File: src/rtl/zigzag_buffer.sv
`default_nettype none
// ============================================================================
// Module      : zigzag_buffer
// Description : Ping-pong 8x8 block buffer. Captures one row of 8 quantized
//               coefficients per write strobe and re-emits each completed
//               block one coefficient per cycle in JPEG zigzag order over a
//               valid/ready stream.
// Revision    : 1.0 - initial release
// ============================================================================
module zigzag_buffer #(
    parameter int DATA_W = 8
) (
    input  logic              clk,
    input  logic              nrst,          // synchronous, active-high
    input  logic              enable_y,
    input  logic              enable_cb,
    input  logic              enable_cr,
    input  logic              enable_zzscan,
    input  logic [DATA_W-1:0] output_01,
    input  logic [DATA_W-1:0] output_02,
    input  logic [DATA_W-1:0] output_03,
    input  logic [DATA_W-1:0] output_04,
    input  logic [DATA_W-1:0] output_05,
    input  logic [DATA_W-1:0] output_06,
    input  logic [DATA_W-1:0] output_07,
    input  logic [DATA_W-1:0] output_08,
    output logic              in_ready,
    output logic              zz_valid,
    input  logic              zz_ready,
    output logic [DATA_W-1:0] zz_data,
    output logic [5:0]        zz_index,
    output logic              zz_last,
    output logic [1:0]        zz_comp,
    output logic              overflow
);

    // Zigzag position -> raster address within the 8x8 block
    localparam logic [5:0] c_zz_rom [0:63] = '{
        6'd0,  6'd1,  6'd8,  6'd16, 6'd9,  6'd2,  6'd3,  6'd10,
        6'd17, 6'd24, 6'd32, 6'd25, 6'd18, 6'd11, 6'd4,  6'd5,
        6'd12, 6'd19, 6'd26, 6'd33, 6'd40, 6'd48, 6'd41, 6'd34,
        6'd27, 6'd20, 6'd13, 6'd6,  6'd7,  6'd14, 6'd21, 6'd28,
        6'd35, 6'd42, 6'd49, 6'd56, 6'd57, 6'd50, 6'd43, 6'd36,
        6'd29, 6'd22, 6'd15, 6'd23, 6'd30, 6'd37, 6'd44, 6'd51,
        6'd58, 6'd59, 6'd52, 6'd45, 6'd38, 6'd31, 6'd39, 6'd46,
        6'd53, 6'd60, 6'd61, 6'd54, 6'd47, 6'd55, 6'd62, 6'd63
    };

    localparam logic [1:0] c_comp_y    = 2'd0;
    localparam logic [1:0] c_comp_cb   = 2'd1;
    localparam logic [1:0] c_comp_cr   = 2'd2;
    localparam logic [1:0] c_comp_none = 2'd3;

    // Storage: address = {bank, row, col}; contents are never reset
    logic [DATA_W-1:0] r_mem [0:127];

    // Write-side state
    logic [1:0]        r_full;
    logic              r_wr_bank;
    logic [2:0]        r_wr_row;
    logic [1:0]        r_comp [0:1];
    logic              r_overflow;

    // Read-side state and registered stream outputs
    logic              r_rd_bank;
    logic [5:0]        r_rd_idx;
    logic              r_zz_valid;
    logic [DATA_W-1:0] r_zz_data;
    logic [5:0]        r_zz_index;
    logic              r_zz_last;
    logic [1:0]        r_zz_comp;

    // Combinational helpers
    logic [DATA_W-1:0] w_row [0:7];
    logic              w_in_ready;
    logic              w_wr_en;
    logic              w_wr_last_row;
    logic [1:0]        w_comp_in;
    logic              w_advance;
    logic              w_rd_done;
    logic [6:0]        w_rd_addr;
    logic [1:0]        w_full_next;

    // Gather the row inputs and derive handshake / bank bookkeeping
    always_comb begin
        w_row[0]      = output_01;
        w_row[1]      = output_02;
        w_row[2]      = output_03;
        w_row[3]      = output_04;
        w_row[4]      = output_05;
        w_row[5]      = output_06;
        w_row[6]      = output_07;
        w_row[7]      = output_08;

        w_in_ready    = ~r_full[r_wr_bank];
        w_wr_en       = enable_zzscan & w_in_ready;
        w_wr_last_row = (r_wr_row == 3'd7);

        if (enable_y)       w_comp_in = c_comp_y;
        else if (enable_cb) w_comp_in = c_comp_cb;
        else if (enable_cr) w_comp_in = c_comp_cr;
        else                w_comp_in = c_comp_none;

        w_advance     = (~r_zz_valid | zz_ready) & r_full[r_rd_bank];
        w_rd_done     = w_advance & (r_rd_idx == 6'd63);
        w_rd_addr     = {r_rd_bank, c_zz_rom[r_rd_idx]};

        // Set and clear always address different banks, so order is irrelevant
        w_full_next   = r_full;
        if (w_rd_done)
            w_full_next[r_rd_bank] = 1'b0;
        if (w_wr_en && w_wr_last_row)
            w_full_next[r_wr_bank] = 1'b1;
    end

    // Row write into the current write bank
    always_ff @(posedge clk) begin
        if (w_wr_en) begin
            for (int k = 0; k < 8; k++)
                r_mem[{r_wr_bank, r_wr_row, 3'(k)}] <= w_row[k];
        end
    end

    // Write-side counters, full flags, per-bank component id and overflow
    always_ff @(posedge clk) begin
        if (nrst) begin
            r_full     <= 2'b00;
            r_wr_bank  <= 1'b0;
            r_wr_row   <= 3'd0;
            r_comp[0]  <= c_comp_y;
            r_comp[1]  <= c_comp_y;
            r_overflow <= 1'b0;
        end else begin
            r_full <= w_full_next;
            if (w_wr_en) begin
                if (r_wr_row == 3'd0)
                    r_comp[r_wr_bank] <= w_comp_in;
                r_wr_row <= r_wr_row + 3'd1;
                if (w_wr_last_row)
                    r_wr_bank <= ~r_wr_bank;
            end
            if (enable_zzscan && !w_in_ready)
                r_overflow <= 1'b1;
        end
    end

    // Read-side output register: load next zigzag coefficient on advance
    always_ff @(posedge clk) begin
        if (nrst) begin
            r_rd_bank  <= 1'b0;
            r_rd_idx   <= 6'd0;
            r_zz_valid <= 1'b0;
            r_zz_data  <= '0;
            r_zz_index <= 6'd0;
            r_zz_last  <= 1'b0;
            r_zz_comp  <= 2'd0;
        end else if (w_advance) begin
            r_zz_valid <= 1'b1;
            r_zz_data  <= r_mem[w_rd_addr];
            r_zz_index <= r_rd_idx;
            r_zz_last  <= (r_rd_idx == 6'd63);
            r_zz_comp  <= r_comp[r_rd_bank];
            r_rd_idx   <= r_rd_idx + 6'd1;
            if (w_rd_done)
                r_rd_bank <= ~r_rd_bank;
        end else if (zz_ready) begin
            // Nothing new to load and the held beat was taken
            r_zz_valid <= 1'b0;
        end
    end

    assign in_ready = w_in_ready;
    assign zz_valid = r_zz_valid;
    assign zz_data  = r_zz_data;
    assign zz_index = r_zz_index;
    assign zz_last  = r_zz_last;
    assign zz_comp  = r_zz_comp;
    assign overflow = r_overflow;

endmodule
`default_nettype wire

File: config.mk
export PLATFORM = sky130hd
export DESIGN_NAME = zigzag_buffer
export DESIGN_NICKNAME = d
export VERILOG_FILES = /design/src/rtl/zigzag_buffer.sv
export SDC_FILE = /design/constraint.sdc
export NUM_CORES = 1
export LEC_CHECK = 0
export CAP_MARGIN = 20
export CORE_MARGIN = 8
export CORE_UTILIZATION = 25
export CTS_BUF_LIST = sky130_fd_sc_hd__clkbuf_4 sky130_fd_sc_hd__clkbuf_8
export CTS_CLUSTER_SIZE = 10
export DETAILED_ROUTE_END_ITERATION = 10
export DONT_BUFFER_PORTS = 1
export HOLD_SLACK_MARGIN = 0.15
export SYNTH_ARGS = -nofsm -noshare
export SYNTH_HDL_FRONTEND = slang
export SYNTH_SLANG_ARGS = --single-unit
File: constraint.sdc
create_clock -name clk -period 6.1 [get_ports clk]
set_input_delay 0.61 -clock clk [delete_from_list [all_inputs] [get_ports clk]]
set_output_delay 0.61 -clock clk [all_outputs]
set_load 0.05 [all_outputs]
# After elaboration in Yosys (flattened, before gate mapping)
# Memory sizes are Yosys's and may differ from the RTL's. A register that Yosys moved wholly into a read port is not among the register bits.
# Cells that the tools add are included.
[word_totals] ff_bits=22 latch_bits=0 mem_bits_rw=1028 romBits=384 input_bits=71 out_inout_bits=20 word_cells=70 n_memories=3
[classes] add_sub_neg=2 n_mul=0 n_div=0 order_cmp=5 eq_ne=2 shift=0 n_mux=28 n_bitwise=12 reduce_logical=9
[memory_table] name="r_mem" words=128 width=8 rd=1 rd_ports_with_merged_regs=1 write_ports=8 line="55" text="logic [DATA_W-1:0] r_mem [0:127];"
[memory_table] name="(no name shown)" words=64 width=6 rd=1 rd_ports_with_merged_regs=0 write_ports=0 line="106" text="w_rd_addr = {r_rd_bank, c_zz_rom[r_rd_idx]};"
[memory_table] name="r_comp" words=2 width=2 rd=1 rd_ports_with_merged_regs=1 write_ports=2 line="61" text="logic [1:0] r_comp [0:1];"
[op_table] operator="$mux W1" count=19
[op_table] operator="$mux W6" count=2
[op_table] operator="$mux W2" count=5
[op_table] operator="$ge A7 B7 Y1 const B" count=1
[op_table] operator="$not A6 Y7" count=1
[op_table] operator="$add A6 B1 Y6 const B" count=1
[op_table] operator="$eq A6 B6 Y1 const B" count=1
[op_table] operator="$logic_and A1 B1 Y1" count=4
[op_table] operator="$lt A1 B2 Y1 const B" count=2
[op_table] operator="$not A1 Y1" count=4
[op_table] operator="$reduce_and A2 Y1" count=2
[op_table] operator="$add A3 B1 Y3 const B" count=1
[op_table] operator="$and A1 B1 Y1" count=3
[op_table] operator="$eq A3 B3 Y1 const B" count=1
[op_table] operator="$logic_not A3 Y1" count=1
[op_table] operator="$and A2 B2 Y2" count=1
[op_table] operator="$demux W1 S1" count=2
[op_table] operator="$ge A1 B1 Y1 const B" count=2
[op_table] operator="$not A2 Y2" count=1
[op_table] operator="$or A2 B2 Y2" count=1
[op_table] operator="$reduce_bool A2 Y1" count=1
[op_table] operator="$reduce_or A2 Y1" count=1
[op_table] operator="$or A1 B1 Y1" count=1

# Logic depth before layout (Yosys ltp)
[logic_depth] word_depth=9 depth_mapped=17 mapped_depth_nobuf=12

# Worst setup path after synthesis
# Ideal clock, no wire load.
[synth_timing] kind="register to register" startpoint="register r_wr_bank" endpoint="memory r_mem[16][0] (enable)" setup_ns=0.565 arrival_time_ns=6.302 required_time_ns=5.535 slack_ns=-0.767 path_stages_with_launch=6 n_path_buf=1 synth_period_minus_slack_ns=6.867 cell_sequence="dfxtp_1 -> mux2i_1 -> and2_1 -> clkbuf_1 -> nand2_1 -> nor3_1"
[synth_rtl] item="start: declaration" line="59" text="logic r_wr_bank;"
[synth_rtl] item="start signal: assignment" line="140" text="r_wr_bank <= ~r_wr_bank;"
[synth_rtl] item="end: declaration" line="55"

# Worst setup path in the final report
[layout_timing] startpoint="register r_rd_idx[2]" endpoint="register r_zz_data[0], in the netlist zz_data[0], read port of r_mem"
[layout_between] elab_chain_len=4
[layout_rtl] item="start: declaration" line="66" text="logic [5:0] r_rd_idx;"
[layout_rtl] item="start signal: assignment" line="163" text="r_rd_idx <= r_rd_idx + 6'd1;"
[layout_rtl] item="$not A6 Y7 (not written as such)" line="106"
[layout_rtl] item="$mem_v2 Z64 W6"
[layout_rtl] item="$mux W6 (not written as such) (2 in a row)" line="106"
[layout_rtl] item="end: declaration" line="68" text="logic [DATA_W-1:0] r_zz_data;"
# No other way between the ends. The select of a mux whose other input is x is not followed.
# A chain may end at the register's enable or synchronous reset.

==> flow_summary.ini <==
[status]
status = completed

[die]
io_pins = 91
row_count = 151
die-height_um = 429
coreArea_um2 = 169000
die_area_um2 = 184000
initial_core_util_pct = 25.2
die_width_um = 429

[cts]
clkSinkCount = 1060
cts_root_buf = clkbuf_8
htreeDepth = 4
cts_buffers = 172
post-cts-setup-buffers = 0
clockBufferDepth = 3
cts_tree = built
path_clk_slew_ns = 0.06
insertion_delay_ns = 0.87

[power]
seq_power_share_pct = 56.1
total_power_w = 0.0144
swShare_pct = 21.6
p_per_area_nw_per_um2 = 291
p_int_w = 0.0113
p_leak_nw = 16.0
p_clk_share_pct = 41.9
irDropWorstVdd_v = 0.000199
switchingPower_w = 0.00312
pwr-share-comb_pct = 2.0

[worst_setup_path]
critical_path.cell_chain = inv_1 -> ha_1 -> nor2b_1 -> a211oi_1 -> o211ai_1 -> nand2_1 -> nand2_1 -> a21oi_1 -> a311oi_1 -> a2111oi_2
cp.depth = 10
r2r_cells = 10
cpMostUsedCell = nand2_1
worstPathBufferInverterCount = 1
crit_required_ns = 6.86
critPathMaxFanout = 29
worstSetupPathType = reg -> reg
worstPathArrival_ns = 5.67
crit_path_end_kind = register
cpMaxStageDelayCell = dfxtp_1
max_stage_delay_ns = 0.96
critPathTopFamily = compound AO/OA/AOI/OAI gates
r2r_start = r_rd_idx[2]$_SDFFE_PP0P_
setup.worst_path.start = r_rd_idx[2]$_SDFFE_PP0P_
critPathLaunchType = register

[synth]
synth_edf_count = 1028
synth_ff_type = edfxtp_1
synth_cells = 2829
syn_area_per_cell_um2 = 15.1
syn-cell-area_um2 = 42600
ys_types = 75
async_flop_share_pct = 0
synth_fp_nets = 2920
synth_seq_cells = 1060
yosysWarnings = 0
seq_area_frac_synth_pct = 74.0

[final_layout]
drive_gt1_share_pct = 16.3
fin_nets = 3087
fin_area_um2 = 49600
final_util_pct = 29.3
fin_cells = 5359
syn2layout_area_growth_pct = 16.5

[timing]
fin_tns_setup_ns = 0
tightest_slew_ns = 1.18
fin_skew_ns = 0.0483
slew_headroom_pct = 21.0
rsz0062_at_grt = false
timing.fmax_ghz = 0.204
period_needed_ns = 4.91
hold_viol = 0
finalCritPeriodShare_pct = 80.5
slew_violations = 0
finalSetupViolCount = 0

[place]
gp_congestion = 0.803
placed_cells = 4968
dp_hpwl_um = 74300
placed_cell_area_um2 = 45500
portBuffers = 0

[grt]
antenna_found_initial = 31
grt_usage_pct = 13.0
grt_pass1_vias = 24700
grt_pass1_wl_um = 179000
gr-total-overflow = 0
grt_max_degree = 84

[detailed_routing]
detail_route.drc_violations = 0
vias_per_cell = 4.81
drtIter0Drc = 2803
ant_nets = 0
route.final.wire_length_um = 125000
first_pass_iters = 6
routedWlPerCell_um = 23.3
num_vias = 25800

[worst_hold_path]
hold_class = in -> reg
min-delay-start = enable_zzscan
hold-path-cell-count = 3

[flow_run]
cap_violations = 0
-- layer usage --
| metal | part of all wire (%) | global-route usage, % |
|---|---|---|
| met1 | 42 | 17.6 |
| met2 | 47 | 20.7 |
| met3 | 8.2 | 2.60 |
| met4 | 3.1 | 4.57 |
| met5 | 0.043 | 0 |
-- tightest hold or removal path, stage by stage --
cell and delay [ns]:
and2_1 0.27, nand3_1 0.15, a21oi_1 0.06
-- final cells by class --
cell class,instances,area (um^2)
Multi-Input combinational cell,1585,10300
Inverter,16,62.6
Antenna cell,11,27.5
Tap cell,2218,2780
Clock buffer,239,2880
Timing Repair Buffer,161,1610
Sequential cell,1060,31500
Fill cell,16800,120000
Clock inverter,69,473
-- synthesized netlist by cell type, types with 6 or more instances --
| library cell | count | share of area [%] |
|---|---|---|
| and2_1 | 11 | 0.16 |
| a311oi_1 | 11 | 0.23 |
| nand2_1 | 573 | 5.0 |
| nand2b_1 | 9 | 0.13 |
| buf_2 | 91 | 1.1 |
| buf_4 | 20 | 0.35 |
| a32oi_1 | 20 | 0.41 |
| a22oi_1 | 14 | 0.25 |
| nand4_1 | 21 | 0.31 |
| nor2b_1 | 6 | 0.088 |
| edfxtp_1 | 1028 | 72 |
| a2111oi_0 | 7 | 0.14 |
| nor3_1 | 15 | 0.18 |
| o22ai_1 | 7 | 0.10 |
| buf_6 | 10 | 0.26 |
| xnor2_1 | 6 | 0.12 |
| mux2i_1 | 127 | 3.0 |
| ha_1 | 20 | 0.59 |
| mux4_2 | 76 | 4.0 |
| nand3_1 | 366 | 4.3 |
| a2111oi_2 | 9 | 0.32 |
| nor4_2 | 10 | 0.29 |
| clkbuf_1 | 39 | 0.34 |
| a22o_1 | 14 | 0.29 |
| nor4_1 | 6 | 0.088 |
| o21ai_0 | 18 | 0.21 |
| nor2_1 | 67 | 0.59 |
| a31oi_1 | 18 | 0.26 |
| inv_1 | 14 | 0.12 |
| dfxtp_1 | 32 | 1.5 |
| and3_1 | 17 | 0.25 |
| nor4b_2 | 7 | 0.25 |
| a21oi_1 | 70 | 0.82 |
-- logic make-up (layout without fill, tap and decap cells) --
family / count (synthesis) / count (layout) / share of synthesized area [%]
simple gates: 1129 / 1129 / 12.1
flops: 1060 / 1060 / 74.0
compound gates: 225 / 225 / 3.83
mux: 203 / 203 / 7.00
buf+inv: 184 / 485 / 2.34
fa+ha+maj: 20 / 20 / 0.587
xor+xnor: 8 / 8 / 0.182
other cells: 0 / 11 / 0
-- per-stage QoR --
stage / hold slack (ns) / setup slack, ns
floorplan: 0.465 / 0.948
global placement: 0.475 / 1.24
detailed placement: 0.483 / 1.23
CTS: 0.201 / 1.24
global route: 0.294 / 1.01
finish: 0.310 / 1.19
-- power groups by stage --
stage | combinational, W | clock (W) | sequential (W)
after detailed placement | 0.000105 | 0 | 0.00825
after global placement | 0.000102 | 0 | 0.00824
final | 0.000294 | 0.00605 | 0.00810
after CTS | 0.000298 | 0.00615 | 0.00810
after floorplan | 0.0000733 | 0 | 0.00825
after global routing | 0.000311 | 0.00646 | 0.00810
-- registers in the layout (all words and copies together), names as in the netlist --
register,cells
zz_last,1
r_rd_idx,6
overflow,1
zz_valid,1
r_wr_bank,1
zz_data,8
zz_index,6
r_wr_row,3
zz_comp,2
r_full,2
r_mem,1024
r_comp,4
r_rd_bank,1
-- timing repair --
item,in CTS,in global routing
setup endpoints to repair,0,0
hold endpoints to repair,1064,0
hold buffers,72,0
gates resized for setup,0,0
-- worst paths after layout --
path / to / slack (ns)
max: zz_data[0]$_SDFFE_PP0P_ / 1.19
min: r_full[1]$_SDFF_PP0_ / 0.31
max reg2reg: zz_data[0]$_SDFFE_PP0P_ / 1.19
min reg2reg: r_full[0]$_SDFF_PP0_ / 0.49
-- cell usage in the layout, fill, tap and decap left out, types with 32 or more instances in the layout --
master	n
a21oi_1	67
buf_4	73
clkbuf_4	65
clkbuf_8	174
clkinv_1	38
dfxtp_1	32
dlygate4sd3_1	71
edfxtp_1	1028
mux2i_1	127
mux4_2	76
nand2_1	573
nand3_1	366
nor2_1	51
Power figures use the tool's default switching activity.
